[config.mk]
export PLATFORM = sky130hd
export DESIGN_NAME = seq_result_buffer_flat
export DESIGN_NICKNAME = d
export VERILOG_FILES = /design/src/rtl/seq_result_buffer_if.sv /design/src/rtl/seq_result_buffer.sv /design/src/flat_wrapper.sv
export SDC_FILE = /design/constraint.sdc
export NUM_CORES = 1
export LEC_CHECK = 0
export ABC_CLOCK_PERIOD_IN_PS = 4900
export BUFFER_PORTS_ARGS = -buffer_cell sky130_fd_sc_hd__buf_2
export CAP_MARGIN = 20
export CORE_ASPECT_RATIO = 0.75
export CORE_MARGIN = 5
export CORE_UTILIZATION = 45
export CTS_CLUSTER_DIAMETER = 100
export DETAILED_ROUTE_END_ITERATION = 7
export PLACE_DENSITY = 0.66
export SETUP_SLACK_MARGIN = 0.4
export SLEW_MARGIN = 30
export SYNTH_ARGS = -nofsm -noshare
export SYNTH_HDL_FRONTEND = slang
export SYNTH_SLANG_ARGS = --single-unit
[constraint.sdc]
create_clock -name clk -period 4.9 [get_ports clk]
set_input_delay 0.98 -clock clk [delete_from_list [all_inputs] [get_ports clk]]
set_output_delay 0.98 -clock clk [all_outputs]
set_load 0.03 [all_outputs]
[src/rtl/seq_result_buffer_if.sv]
// Handshake bundle between the sequence calculator, the result buffer and its consumer.
// The buffer takes the slave side; the producer/consumer pair takes the master side.
interface seq_result_buffer_if #(
  parameter int unsigned DEPTH = 4,
  parameter int unsigned WIDTH = 16
);
  localparam int unsigned CW = $clog2(DEPTH) + 1;

  // Producer side
  logic             in_done;
  logic [WIDTH-1:0] in_result;
  logic             in_is_fib;
  logic             in_error;
  logic             in_ovrflow;

  // Consumer side
  logic             out_valid;
  logic             out_ready;
  logic [WIDTH-1:0] out_result;
  logic             out_is_fib;
  logic             out_error;
  logic             out_ovrflow;

  // Status
  logic             full;
  logic             empty;
  logic [CW-1:0]    count;
  logic [7:0]       drop_cnt;

  modport master (
    output in_done, in_result, in_is_fib, in_error, in_ovrflow, out_ready,
    input  out_valid, out_result, out_is_fib, out_error, out_ovrflow,
    input  full, empty, count, drop_cnt
  );

  modport slave (
    input  in_done, in_result, in_is_fib, in_error, in_ovrflow, out_ready,
    output out_valid, out_result, out_is_fib, out_error, out_ovrflow,
    output full, empty, count, drop_cnt
  );
endinterface

[src/rtl/seq_result_buffer.sv]
// Result FIFO behind the sequence calculator. Each completed calculation (done, error or
// overflow exit) is queued with its flags; the head entry is presented to the consumer with a
// valid/ready handshake. Results arriving while full are dropped and counted (saturating).
module seq_result_buffer #(
  parameter int unsigned DEPTH = 4,
  parameter int unsigned WIDTH = 16
) (
  input logic               clk,
  input logic               resetN,
  seq_result_buffer_if.slave bus
);
  localparam int unsigned AW = $clog2(DEPTH);
  localparam int unsigned CW = AW + 1;

  typedef struct packed {
    logic             is_fib;
    logic             error;
    logic             ovrflow;
    logic [WIDTH-1:0] result;
  } entry_t;

  entry_t        mem [DEPTH];
  logic [AW-1:0] wptr_q;
  logic [AW-1:0] rptr_q;
  logic [CW-1:0] count_q;
  logic [7:0]    drop_q;

  logic   full;
  logic   empty;
  logic   pop;
  logic   push;
  logic   drop;
  entry_t wr_entry;

  assign full  = (count_q == CW'(DEPTH));
  assign empty = (count_q == '0);

  // A pop frees the slot on the same edge, so a push into a full buffer still lands.
  assign pop  = !empty && bus.out_ready;
  assign push = bus.in_done && (!full || pop);
  assign drop = bus.in_done && full && !pop;

  // Error exits carry no meaningful result and suppress the overflow flag.
  always_comb begin
    wr_entry.is_fib  = bus.in_is_fib;
    wr_entry.error   = bus.in_error;
    wr_entry.ovrflow = bus.in_ovrflow && !bus.in_error;
    wr_entry.result  = bus.in_error ? '0 : bus.in_result;
  end

  // Storage array; deliberately not reset, contents are qualified by count.
  always_ff @(posedge clk) begin
    if (push) begin
      mem[wptr_q] <= wr_entry;
    end
  end

  // Pointers, occupancy and drop counter.
  always_ff @(posedge clk or negedge resetN) begin
    if (!resetN) begin
      wptr_q  <= '0;
      rptr_q  <= '0;
      count_q <= '0;
      drop_q  <= '0;
    end else begin
      if (push) begin
        wptr_q <= wptr_q + 1'b1;
      end
      if (pop) begin
        rptr_q <= rptr_q + 1'b1;
      end
      case ({push, pop})
        2'b10:   count_q <= count_q + 1'b1;
        2'b01:   count_q <= count_q - 1'b1;
        default: count_q <= count_q;
      endcase
      if (drop && (drop_q != 8'hFF)) begin
        drop_q <= drop_q + 8'd1;
      end
    end
  end

  // Head entry drives the consumer side directly; no bypass from the input.
  always_comb begin
    bus.out_valid   = !empty;
    bus.out_result  = mem[rptr_q].result;
    bus.out_is_fib  = mem[rptr_q].is_fib;
    bus.out_error   = mem[rptr_q].error;
    bus.out_ovrflow = mem[rptr_q].ovrflow;
    bus.full        = full;
    bus.empty       = empty;
    bus.count       = count_q;
    bus.drop_cnt    = drop_q;
  end
endmodule

[src/flat_wrapper.sv]
// flat-port wrapper written by rule: the top's interface ports become plain ports
module seq_result_buffer_flat 
#(
  parameter int unsigned DEPTH = 4,
  parameter int unsigned WIDTH = 16
)
  (clk, resetN, bus_in_done, bus_in_result, bus_in_is_fib, bus_in_error, bus_in_ovrflow, bus_out_ready, bus_out_valid, bus_out_result, bus_out_is_fib, bus_out_error, bus_out_ovrflow, bus_full, bus_empty, bus_count, bus_drop_cnt);
  seq_result_buffer_if #(.DEPTH(DEPTH), .WIDTH(WIDTH)) bus_i ();
  input logic clk;
  input logic resetN;
  input wire logic [$bits(bus_i.in_done)-1:0] bus_in_done;
  input wire logic [$bits(bus_i.in_result)-1:0] bus_in_result;
  input wire logic [$bits(bus_i.in_is_fib)-1:0] bus_in_is_fib;
  input wire logic [$bits(bus_i.in_error)-1:0] bus_in_error;
  input wire logic [$bits(bus_i.in_ovrflow)-1:0] bus_in_ovrflow;
  input wire logic [$bits(bus_i.out_ready)-1:0] bus_out_ready;
  output wire logic [$bits(bus_i.out_valid)-1:0] bus_out_valid;
  output wire logic [$bits(bus_i.out_result)-1:0] bus_out_result;
  output wire logic [$bits(bus_i.out_is_fib)-1:0] bus_out_is_fib;
  output wire logic [$bits(bus_i.out_error)-1:0] bus_out_error;
  output wire logic [$bits(bus_i.out_ovrflow)-1:0] bus_out_ovrflow;
  output wire logic [$bits(bus_i.full)-1:0] bus_full;
  output wire logic [$bits(bus_i.empty)-1:0] bus_empty;
  output wire logic [$bits(bus_i.count)-1:0] bus_count;
  output wire logic [$bits(bus_i.drop_cnt)-1:0] bus_drop_cnt;
  assign bus_i.in_done = bus_in_done;
  assign bus_i.in_result = bus_in_result;
  assign bus_i.in_is_fib = bus_in_is_fib;
  assign bus_i.in_error = bus_in_error;
  assign bus_i.in_ovrflow = bus_in_ovrflow;
  assign bus_i.out_ready = bus_out_ready;
  assign bus_out_valid = bus_i.out_valid;
  assign bus_out_result = bus_i.out_result;
  assign bus_out_is_fib = bus_i.out_is_fib;
  assign bus_out_error = bus_i.out_error;
  assign bus_out_ovrflow = bus_i.out_ovrflow;
  assign bus_full = bus_i.full;
  assign bus_empty = bus_i.empty;
  assign bus_count = bus_i.count;
  assign bus_drop_cnt = bus_i.drop_cnt;
  seq_result_buffer #(.DEPTH(DEPTH), .WIDTH(WIDTH)) u_core (.clk(clk), .resetN(resetN), .bus(bus_i));
endmodule
### Word-level counts from Yosys, hierarchy flattened

Memory sizes are Yosys's and may differ from the RTL's.
Index checks and enable logic that the tools add are counted.

| cells by class | value |
|---|---|
| add/sub/neg operators | 5 |
| equality and inequality tests | 4 |
| multiplexer cells | 4 |
| reductions and logical operators | 13 |

Operator list:

| kind | number |
|---|---|
| two-way mux 16 bit | 1 |
| adder 8 x 1 -> 8 bit (second input constant) | 1 |
| inequality test 8 bit (second input constant) | 1 |
| logical AND 1 bit | 6 |
| one-hot mux 3 bit (2 select lines) | 1 |
| adder 2 x 1 -> 2 bit (second input constant) | 2 |
| logical NOT 1 bit | 4 |
| adder 3 x 1 -> 3 bit (second input constant) | 1 |
| == test 3 bit (second input constant) | 1 |
| logical NOT 3 bit | 1 |
| subtractor 3 x 1 -> 3 bit (second input constant) | 1 |
| == test 2 x 1 -> 1 bit (second input constant) | 1 |
| == test 2 bit (second input constant) | 1 |
| two-way mux 1 bit | 2 |
| nonzero test 2 bit | 1 |
| logical OR 1 bit | 1 |

| word-level totals | value |
|---|---|
| register bits | 15 |
| RAM bits | 76 |
| bits of input ports | 23 |
| output and inout port bits | 33 |
| word-level logic and storage cells | 31 |
| memories | 1 |

Memory list:

| name | depth | width | read ports | clocked after memory_dff | write ports | line | source |
|---|---|---|---|---|---|---|---|
| u_core.mem | 4 | 19 | 1 | 0 | 1 | seq_result_buffer.sv:22 | `entry_t mem [DEPTH];` |

### Logic depth before layout (Yosys ltp)

| logic depth | value |
|---|---|
| depth after elaboration | 7 |
| mapped depth | 10 |
| mapped depth without buffers | 9 |

### Worst setup path before layout

OpenSTA, ideal clock, no wires.

| path | value |
|---|---|
| kind | input -> register |
| from | input port bus_out_ready |
| to | register u_core.count_q[2], in the netlist u_core.bus.count[2] |
| setup time | 0.081 ns |
| arrival time | 2.511 ns |
| required time | 4.819 ns |
| slack | 2.309 ns |
| stages on the path | 10 |
| buffers on the path | 1 |
| cell sequence | nor4b_4 nor2b_1 clkbuf_1 inv_1 ha_1 inv_1 fa_1 xor2_1 nor2_1 xor2_1 |

| on the way | value |
|---|---|
| cells in the longest elaborated chain, start to end | 5 |
| elaborated cells between the ends (all ways) | 7 |
| those cells by class | eq/ne (2); mux (1); reduce/logical (4) |

Ends and longest elaborated chain:

| what | line | source |
|---|---|---|
| start: declaration | flat_wrapper.sv:16 | `input wire logic [$bits(bus_i.out_ready)-1:0] bus_out_ready;` |
| logical AND 1 bit (*) | seq_result_buffer.sv:39 | `assign pop = !empty && bus.out_ready;` |
| logical OR 1 bit | seq_result_buffer.sv:40 | `assign push = bus.in_done && (!full \|\| pop);` |
| logical AND 1 bit | seq_result_buffer.sv:40 |  |
| == test 2 x 1 -> 1 bit / == test 2 bit (equally long branches) | seq_result_buffer.sv:72 | `case ({push, pop})` |
| one-hot mux 3 bit (2 select lines) / nonzero test 2 bit (equally long branches) | n/a |  |
| end signal: assignment | seq_result_buffer.sv:73 | `2'b10: count_q <= count_q + 1'b1;` |
| end signal: assignment | seq_result_buffer.sv:74 | `2'b01: count_q <= count_q - 1'b1;` |
| end signal: assignment | seq_result_buffer.sv:75 | `default: count_q <= count_q;` |
| end: declaration | seq_result_buffer.sv:25 | `logic [CW-1:0] count_q;` |

Every way passes the cells marked *; elsewhere a longest branch is shown, timed or not.
A chain may end at the register's enable or synchronous reset.

### Worst setup path in the final report

| path | value |
|---|---|
| from | register u_core.rptr_q[0] |
| to | output port bus_out_result[13] |

| on the way | value |
|---|---|
| cells in the longest elaborated chain, start to end | 1 |

Ends and longest elaborated chain:

| what | line | source |
|---|---|---|
| start: declaration | seq_result_buffer.sv:24 | `logic [AW-1:0] rptr_q;` |
| start signal: assignment | seq_result_buffer.sv:70 | `rptr_q <= rptr_q + 1'b1;` |
| memory (4 x 19 bit) | n/a |  |
| end: declaration | flat_wrapper.sv:18 | `output wire logic [$bits(bus_i.out_result)-1:0] bus_out_result;` |

Every way passes these cells.

==> results.sh <==
export IMPL_synth_top_area_share_pct=61.91
export IMPL_grt_max_degree=22
export IMPL_drc_errors=0
export IMPL_dp_hpwl_um=4185
export IMPL_rsz0062_at_grt="no"
export IMPL_synth_largest_area_cell="edfxtp_1"
export IMPL_antenna_left=0
export IMPL_p_int_mw=1.612
export IMPL_synthTopCellsByCount="edfxtp_1 (76), mux4_2 (19), nor2b_1 (18)"
export IMPL_hold_end="u_core.bus.drop_cnt[4]"
export IMPL_cts_buffers=9
export IMPL_finalCritPeriodShare_pct=67.21
export IMPL_ir_worst_vdd_mv=0.2742
export IMPL_clk_pin_slew_ps=90
export IMPL_seq_area_frac_synth_pct=72.10
export IMPL_cts_sinks=91
export IMPL_holdPathStages=1
export IMPL_rows=28
export IMPL_routedWlPerCell_um=17.32
export IMPL_gr_usage_all_layers_pct=13.47
export IMPL_async_reset_ff_share_pct=16.48
export IMPL_setup_worst_path_class="flop to primary output"
export IMPL_clkPwrFrac_pct=20.1
export IMPL_timing_worst_slew_pin_value_ps=894.1
export IMPL_die_w_um=114.5
export IMPL_whs_ps=499.5
export IMPL_timing_slew_headroom_pct=40.39
export IMPL_synth_edf_count=76
export IMPL_synthTopCellsByArea="edfxtp_1 (62%), mux4_2 (12%), dfrtp_1 (10%), nor2b_1 (3.1%), ha_1 (2.0%)"
export IMPL_slew_violations=0
export IMPL_antenna_found_initial=0
export IMPL_io_buffers=55
export IMPL_cts_setup_buffers=0
export IMPL_gp_routability_congestion=0.7694
export IMPL_clock_path_buffers=2
export IMPL_pwr_share_seq_pct=45.2
export IMPL_clock_skew_ps=7.110
export IMPL_path_max_fanout=15
export IMPL_drt_wl_total_um=6339
export IMPL_reg2reg_from="u_core.bus.count[1]"
export IMPL_first_iter_violations=135
export IMPL_critPathRequiredTime_ps=3920
export IMPL_yosysWarnings=0
export IMPL_cts_tree="done"
export IMPL_first_global_vias=1910
export IMPL_dieArea_um2=10120
export IMPL_power_mw=2.549
export IMPL_n_antenna_cell=0
export IMPL_drive_gt1_share_pct=40.61
export IMPL_start_util_pct=46.35
export IMPL_worst_setup_path_end_kind="primary output"
export IMPL_synth_seq_cells=91
export IMPL_finalHoldViolations=0
export IMPL_ctsHtreeMaxLevel=3
export IMPL_power_switching_uw=937.0
export IMPL_rrSetupSlack_ps=2790
export IMPL_synthCells=194
export IMPL_clk_latency_ps=350
export IMPL_worst_r2r_cell_count=9
export IMPL_p_per_area_nw_per_um2=593.2
export IMPL_critPathLaunchType="flop"
export IMPL_vias=1818
export IMPL_yosys_most_used_dff="edfxtp_1"
export IMPL_grt_pass1_wl_um=10090
export IMPL_tns_ps=0
export IMPL_netlist_area_um2=3686
export IMPL_die_y_um=88.38
export IMPL_post_route_min_period_ps=3293
export IMPL_pre_cts_ws_ps=1936
export IMPL_fmax_mhz=303.7
export IMPL_yosysUniqueCellTypes=29
export IMPL_status="completed"
export IMPL_clock_root_buffer="clkbuf_8"
export IMPL_ios=56
export IMPL_syn_num_nets=224
export IMPL_worst_slack_ps=1607
export IMPL_overflow=0
export IMPL_fillCellCount=645
export IMPL_dr_pass1_iters=4
export IMPL_timing_rr_end="u_core.bus.count[2]"
export IMPL_cts_hold_buffers=0
export IMPL_final_core_util_pct=54.03
export IMPL_worstHoldStart="u_core.bus.drop_cnt[4]"
export IMPL_syn_area_per_cell_um2=19.00
export IMPL_hp_class="flop to flop"
export IMPL_cts_resized=0
export IMPL_sw_frac_of_total_pct=36.77
export IMPL_core_um2=7953
export IMPL_combPwrFrac_pct=34.6
export IMPL_leakagePower_nw=1.647
export IMPL_synth_most_common_cell="edfxtp_1"
export IMPL_syn2layout_area_growth_pct=16.56
export IMPL_routed_via_density=4.967
export IMPL_maxCapViolCount=0
export IMPL_nets=286
export IMPL_setup_viol=0
export IMPL_arrival_ps=2310
==> registers in the layout, indices dropped and copies added (netlist names) <==
name	flops
u_core.bus.count	3
u_core.bus.drop_cnt	8
u_core.mem	76
u_core.rptr_q	2
u_core.wptr_q	2
==> how the worst max path moves through the flow <==
stage | start | to | slack, ps | depth (start not counted)
2_1_floorplan | bus_out_ready | u_core.bus.count[2] | 2310 | 10
3_3_place_gp | u_core.rptr_q[0] | bus_out_result[13] | 1960 | 3
5_1_grt | u_core.rptr_q[0] | bus_out_result[2] | 1410 | 3
4_1_cts | u_core.rptr_q[0] | bus_out_result[13] | 1530 | 3
6_report | u_core.rptr_q[0] | bus_out_result[13] | 1610 | 3
3_5_place_dp | u_core.rptr_q[0] | bus_out_result[13] | 1940 | 3
==> routing by layer <==
layer  share of wire (%)  track usage (%)
met5                   0                0
met4                 1.5            5.178
met3                 4.7            3.964
met2                  47            20.55
met1                  47            18.52
==> per-stage QoR <==
| step | instances | cell area [µm²] |
|---|---|---|
| final | 366 | 4297 |
| after global routing | 366 | 4297 |
| after CTS | 365 | 4283 |
| after detailed placement | 349 | 4076 |
| after global placement | 349 | 4075 |
| after floorplan | 194 | 3686 |
==> layout make-up <==
type	instances	area [µm²]	share of cell area, %
Clock buffer	9	123.9	2.883
Sequential cell	91	2658	61.85
Tap cell	105	131.4	3.058
Clock inverter	7	82.58	1.922
Inverter	7	26.28	0.6115
Timing Repair Buffer	57	294.0	6.843
Multi-Input combinational cell	90	980.9	22.83
==> cell usage in the layout, fill, tap and decap left out, drive strengths merged <==
cell type / netlist / routed
mux2i: 1 / 1
and3: 1 / 1
bufinv: 0 / 1
inv: 7 / 11
nor4b: 1 / 1
nand2b: 1 / 1
or2: 2 / 2
and2: 5 / 5
o21ai: 1 / 1
mux2: 3 / 3
fa: 1 / 1
dfrtp: 15 / 15
clkbuf: 4 / 9
or3: 1 / 1
nor2: 3 / 3
buf: 2 / 57
nand3: 3 / 3
nand2: 7 / 7
nor3b: 1 / 1
ha: 6 / 6
clkinv: 0 / 2
xor2: 8 / 8
mux4: 19 / 19
nor3: 5 / 5
xnor2: 3 / 3
edfxtp: 76 / 76
nor2b: 18 / 18
==> cell families after synthesis <==
logic type      synth area share (%)
flops                          72.10
simple gates                   8.384
mux                            12.80
buf+inv                        1.392
xor+xnor                       2.614
fa+ha+maj                      2.580
compound gates                0.1356
==> power groups by stage <==
| stage | clock (mW) | sequential (mW) | combinational, mW |
|---|---|---|---|
| final | 0.513 | 1.15 | 0.883 |
| after global routing | 0.566 | 1.18 | 0.953 |
| after CTS | 0.529 | 1.16 | 0.896 |
| after detailed placement | 0 | 1.18 | 0.894 |
| after global placement | 0 | 1.17 | 0.885 |
| after floorplan | 0 | 1.14 | 0.676 |
==> worst max-delay path, cell delays in order (launching register included) <==
cell and delay [ps]:
dfrtp_1 930, buf_4 320, mux4_2 510, buf_2 190
(Power assumes the default switching activity.)
